`src/rtl/sdr_burst_responder.sv`:
```
// Toggle req/ack read port responder: one 4x16-bit SDRAM burst per request, assembled into a 64-bit line.
// Optional last-line reuse enabled by defining SDR_BURST_RESP_LINEBUF_EN.
module sdr_burst_responder #(
  parameter int unsigned ADDR_WIDTH = 27,
  parameter int unsigned TIMEOUT    = 1023
) (
  input  logic                  clk,
  input  logic                  reset_n,
  input  logic [ADDR_WIDTH-1:0] sdr_addr,
  input  logic                  sdr_req,
  output logic                  sdr_ack,
  output logic [63:0]           sdr_data,
  output logic [ADDR_WIDTH-1:0] mem_addr,
  output logic                  mem_rd,
  input  logic                  mem_accept,
  input  logic                  mem_valid,
  input  logic [15:0]           mem_dq,
  output logic                  err
);

  localparam int unsigned TW  = (TIMEOUT < 2) ? 1 : $clog2(TIMEOUT + 1);
  localparam int unsigned LAW = ADDR_WIDTH - 3;

  typedef enum logic [1:0] {S_IDLE, S_ISSUE, S_BEAT, S_DONE} state_t;

  state_t                r_state;
  logic [3:0][15:0]      r_line;
  logic [1:0]            r_cnt;
  logic [TW-1:0]         r_tmo;
  logic                  r_tmo_evt;
  logic                  r_ack;
  logic [63:0]           r_data;
  logic [ADDR_WIDTH-1:0] r_addr;
  logic                  r_rd;
  logic                  r_err;

  logic                  w_pending;
  logic                  w_tmo_hit;
  logic [TW-1:0]         w_tmo_next;
  logic                  w_lb_hit;
  logic [63:0]           w_lb_data;

  assign w_pending  = sdr_req ^ r_ack;
  assign w_tmo_hit  = (TIMEOUT != 0) && ((32'(r_tmo) + 32'd1) >= TIMEOUT);
  // Saturating count so a disabled or very long timeout never wraps
  assign w_tmo_next = (&r_tmo) ? r_tmo : r_tmo + TW'(1);

`ifdef SDR_BURST_RESP_LINEBUF_EN
  logic           r_lb_valid;
  logic [LAW-1:0] r_lb_addr;
  logic [63:0]    r_lb_data;

  assign w_lb_hit  = r_lb_valid && (r_lb_addr == sdr_addr[ADDR_WIDTH-1:3]);
  assign w_lb_data = r_lb_data;

  // Last good line; any timed-out completion invalidates it
  always_ff @(posedge clk or negedge reset_n) begin
    if (!reset_n) begin
      r_lb_valid <= 1'b0;
      r_lb_addr  <= '0;
      r_lb_data  <= '0;
    end else if (r_state == S_DONE) begin
      if (r_tmo_evt) begin
        r_lb_valid <= 1'b0;
      end else begin
        r_lb_valid <= 1'b1;
        r_lb_addr  <= r_addr[ADDR_WIDTH-1:3];
        r_lb_data  <= r_line;
      end
    end
  end
`else
  assign w_lb_hit  = 1'b0;
  assign w_lb_data = '0;
`endif

  always_ff @(posedge clk or negedge reset_n) begin
    if (!reset_n) begin
      r_state   <= S_IDLE;
      r_line    <= '0;
      r_cnt     <= '0;
      r_tmo     <= '0;
      r_tmo_evt <= 1'b0;
      r_ack     <= 1'b0;
      r_data    <= '0;
      r_addr    <= '0;
      r_rd      <= 1'b0;
      r_err     <= 1'b0;
    end else begin
      case (r_state)
        S_IDLE: begin
          if (w_pending) begin
            r_tmo_evt <= 1'b0;
            if (w_lb_hit) begin
              r_line  <= w_lb_data;
              r_state <= S_DONE;
            end else begin
              r_addr  <= {sdr_addr[ADDR_WIDTH-1:3], 3'b000};
              r_rd    <= 1'b1;
              r_line  <= '0;
              r_tmo   <= '0;
              r_state <= S_ISSUE;
            end
          end
        end
        S_ISSUE: begin
          r_tmo <= mem_valid ? '0 : w_tmo_next;
          if (mem_accept) begin
            r_rd    <= 1'b0;
            r_state <= S_BEAT;
            if (mem_valid) begin
              r_line[0] <= mem_dq;
              r_cnt     <= 2'd1;
            end else begin
              r_cnt     <= 2'd0;
            end
          end
          if (!mem_valid && w_tmo_hit) begin
            r_rd      <= 1'b0;
            r_err     <= 1'b1;
            r_tmo_evt <= 1'b1;
            r_state   <= S_DONE;
          end
        end
        S_BEAT: begin
          if (mem_valid) begin
            r_line[r_cnt] <= mem_dq;
            r_cnt         <= r_cnt + 2'd1;
            r_tmo         <= '0;
            if (r_cnt == 2'd3) r_state <= S_DONE;
          end else if (w_tmo_hit) begin
            r_err     <= 1'b1;
            r_tmo_evt <= 1'b1;
            r_state   <= S_DONE;
          end else begin
            r_tmo <= w_tmo_next;
          end
        end
        S_DONE: begin
          r_data  <= r_line;
          r_ack   <= ~r_ack;
          r_state <= S_IDLE;
        end
        default: r_state <= S_IDLE;
      endcase
    end
  end

  assign sdr_ack  = r_ack;
  assign sdr_data = r_data;
  assign mem_addr = r_addr;
  assign mem_rd   = r_rd;
  assign err      = r_err;

endmodule

```
`config.mk`:
```
export PLATFORM = sky130hd
export DESIGN_NAME = sdr_burst_responder
export DESIGN_NICKNAME = d
export VERILOG_FILES = /design/src/rtl/sdr_burst_responder.sv
export SDC_FILE = /design/constraint.sdc
export NUM_CORES = 1
export LEC_CHECK = 0
export ABC_AREA = 0
export CAP_MARGIN = 25
export CORE_ASPECT_RATIO = 1.4
export CORE_UTILIZATION = 50
export CTS_BUF_LIST = sky130_fd_sc_hd__clkbuf_4
export DETAILED_ROUTE_END_ITERATION = 6
export PLACE_DENSITY_LB_ADDON = 0.1
export SETUP_SLACK_MARGIN = 0.1
export SLEW_MARGIN = 20
export SYNTH_ARGS = -nofsm -noshare
export SYNTH_HDL_FRONTEND = slang
export SYNTH_SLANG_ARGS = --single-unit
```
`constraint.sdc`:
```
create_clock -name clk -period 4.9 [get_ports clk]
set_input_delay 0.98 -clock clk [delete_from_list [all_inputs] [get_ports clk]]
set_output_delay 0.98 -clock clk [all_outputs]
set_load 0.01 [all_outputs]
```
==> key figures <==
GRT
  • GRT Residual Overflow: 0
  • Number of global-route vias before repair: 4932
  • First-pass GRT wire length: 25610 µm
  • Largest net degree at the start of global routing: 117
  • Antenna violations before repair: 1
  • Gr usage total: 23.60%

Die
  • Die area: 14130 µm²
  • Initial Util: 51.24%
  • IO Count: 142
  • Die height: 140.3 µm
  • Die W: 100.8 µm
  • CORE AREA: 13330 µm²
  • Num rows: 50

Clock tree
  • Clk slew on worst S/H paths: 0.16 ns
  • CTS Sinks: 169
  • Total CTS buffers: 17
  • Worst skew pair latency: 0.54 ns
  • TritonCTS clock tree: done
  • Hold_buf cts: 0
  • H-tree depth: 4
  • Bufs on Longest Clock Path: 2
  • Post-CTS Resized: 0
  • Post-CTS Setup Inserts: 0
  • Clk root buf: clkbuf_4

Yosys
  • Area share of the largest cell type after synthesis: 61.94%
  • Synth Register Bits: 169
  • Seq/Total Area, Yosys: 61.94%
  • Post-synth design cell area: 6828 µm²
  • Ys async rst share: 100.0%
  • Synth area leader: dfrtp_1
  • Syn avg cell area: 12.71 µm²
  • Post-synth EDFFs: 0
  • Synth warn: 0
  • Area contributors post-synth: dfrtp_1, mux2_2, a22o_1
  • Synth cell types: 49
  • Gate Count Post-Synth: 537
  • Synth Flop Type: dfrtp_1

Place
  • Place WS: 1.595 ns
  • Placed Area: 8353 µm²
  • GP Congestion: 0.8339
  • PortBufs: 135
  • Post-DP HPWL: 10540 µm

Route
  • Drt first-iter violations: 182
  • Total wire length: 15640 µm
  • DR vias/cell: 5.487
  • Drt wl/cell: 18.02 µm
  • First-pass iteration count of the detailed router: 4
  • Drt drc: 0
  • Via Count: 4763
  • Post-DRT Antenna Nets: 0

Status
  • Outcome: completed

Cells and area
  • Final Util: 64.89%
  • Design area: 8647 µm²
  • Final net count: 730
  • Fillcell total: 1030
  • Layout area overhead: 26.64%
  • Share of layout cells above drive strength 1: 17.54%

Power
  • Power Internal: 0.003038 W
  • Clock power frac: 16.1%
  • Pwr dens: 557.1 nW/µm²
  • NetSw: 0.001779 W
  • Total power: 0.004817 W
  • Maximum vdd drop: 0.0003100 V
  • Comb power frac: 40.9%
  • Sw frac: 36.93%
  • Lkg Pwr: 4.172 nW
  • Flop pwr share: 43.0%

Worst setup path
  • CP delay by family, top: buffers and inverters
  • Cell-by-cell trace of the critical path: clkdlybuf4s50_1 -> xnor2_1 -> a21oi_1 -> nor4bb_4 -> buf_6 -> a22o_1
  • Endpoint class of the critical path: flop
  • Crit path max fanout: 9
  • Crit Path Category: in -> reg
  • Slowest cell on crit path: nor4bb_4
  • Critical Path Source Type: primary input
  • Buffers plus inverters on the worst setup path: 2
  • Worst path depth: 6
  • Worst path arrival time: 3.01 ns
  • Worst EP required: 5.35 ns
  • Largest stage delay on the critical path: 0.69 ns
  • Reg2reg path depth: 6

Timing
  • Crit path time final: 2.555 ns
  • Total negative slack: 0 ns
  • RSZ-0062 raised after global routing: no
  • Final-report max-slew violation count: 0
  • # setup viols final: 0
  • Slew @ Worst Pin: 0.9103 ns
  • Slew HR: 39.31%
  • Period utilisation layout: 52.15%
  • Final Hold Fails: 0
  • Min setup slack post-route: 2.345 ns
  • Max Clk Rate: 391.3 MHz
  • Post-route clock skew: 0.03411 ns

Worst hold path
  • Hold crit path type: reg -> reg
  • WHS Path Cells: 1

Job
  • Max-cap viol count: 0
[cell families (layout without fill, tap and decap cells)]
kind of cell / count (synthesis) / count (layout) / share of synthesized area [%]
compound gates: 115 / 115 / 13.38
xor+xnor: 4 / 4 / 0.5132
fa+ha+maj: 11 / 11 / 2.016
buf+inv: 40 / 185 / 2.547
flops: 169 / 169 / 61.94
mux: 65 / 65 / 10.72
other cells: 1 / 5 / 0.05492
simple gates: 132 / 132 / 8.833
[through the flow]
stage	instances	hold slack, ns
2_1_floorplan	539	0.4606
3_3_place_gp	833	0.4499
3_5_place_dp	833	0.4550
4_1_cts	865	0.4939
5_1_grt	868	0.5064
6_report	868	0.4860
[cells in the mapped netlist (all sizes together), types with 2 or more instances]
cell type  instances
dfrtp            169
nand2             89
a22o              66
mux2              65
clkbuf            24
o21ai             18
a21oi             13
ha                11
and3              10
inv                9
buf                7
nor2               6
nand3              5
a21o               4
nor3               4
a31oi              3
nand2b             3
nand4              3
o2bb2ai            3
xor2               3
a211oi             2
and2               2
and2b              2
nor2b              2
or3                2
[layout by cell type (no fill, tap or decap), drive strengths merged, types with 9 or more instances in the layout]
cell,count
mux2,65
dfrtp,169
a21oi,13
and3,10
ha,11
clkdlybuf4s50,134
buf,9
nand2,89
a22o,66
inv,18
o21ai,18
clkbuf,18
[power by group through the flow]
stage	clock (W)	sequential [W]	combinational (W)
5_1_grt	0.000856	0.00212	0.00215
6_report	0.000775	0.00207	0.00197
2_1_floorplan	0	0.00215	0.000995
3_3_place_gp	0	0.00208	0.00193
3_5_place_dp	0	0.00210	0.00197
4_1_cts	0.000799	0.00207	0.00198
[routing by layer]
metal / wire, µm / share of wire, % / track usage [%] / vias up
met5: 0 / 0 / 0 / -
li1: - / - / - / 2173
met1: 6621 / 42 / 30.39 / 2444
met2: 7994 / 51 / 38.93 / 121
met3: 632 / 4.0 / 4.940 / 25
met4: 393 / 2.5 / 9.306 / 0
[registers in the layout, indices dropped and copies added, names as in the netlist, 2 cells and up]
name / flops
r_line: 64
mem_addr: 24
r_tmo: 10
sdr_data: 64
r_cnt: 2
r_state: 2
[final timing paths]
kind / startpoint / end / slack [ns]
max in group asynchronous: reset_n / r_line[31] / 3.36
min in group asynchronous: reset_n / sdr_data[7] / 0.52
min reg2reg: err / err / 0.49
max reg2reg: r_state[0] / r_line[0] / 2.56
max: sdr_req / r_line[0] / 2.34
min: err / err / 0.49
[cell type report]
class | instances | area (µm²) | area share [%]
sequential | 169 | 4229 | 48.91
multi-input combinational | 330 | 2450 | 28.33
timing repair buffer | 144 | 1426 | 16.50
tap | 182 | 227.7 | 2.633
clock inverter | 15 | 147.6 | 1.707
clock buffer | 17 | 127.6 | 1.476
inverter | 9 | 33.78 | 0.3907
antenna | 2 | 5.005 | 0.05788
Note: power is estimated with default switching activity, not from simulation.
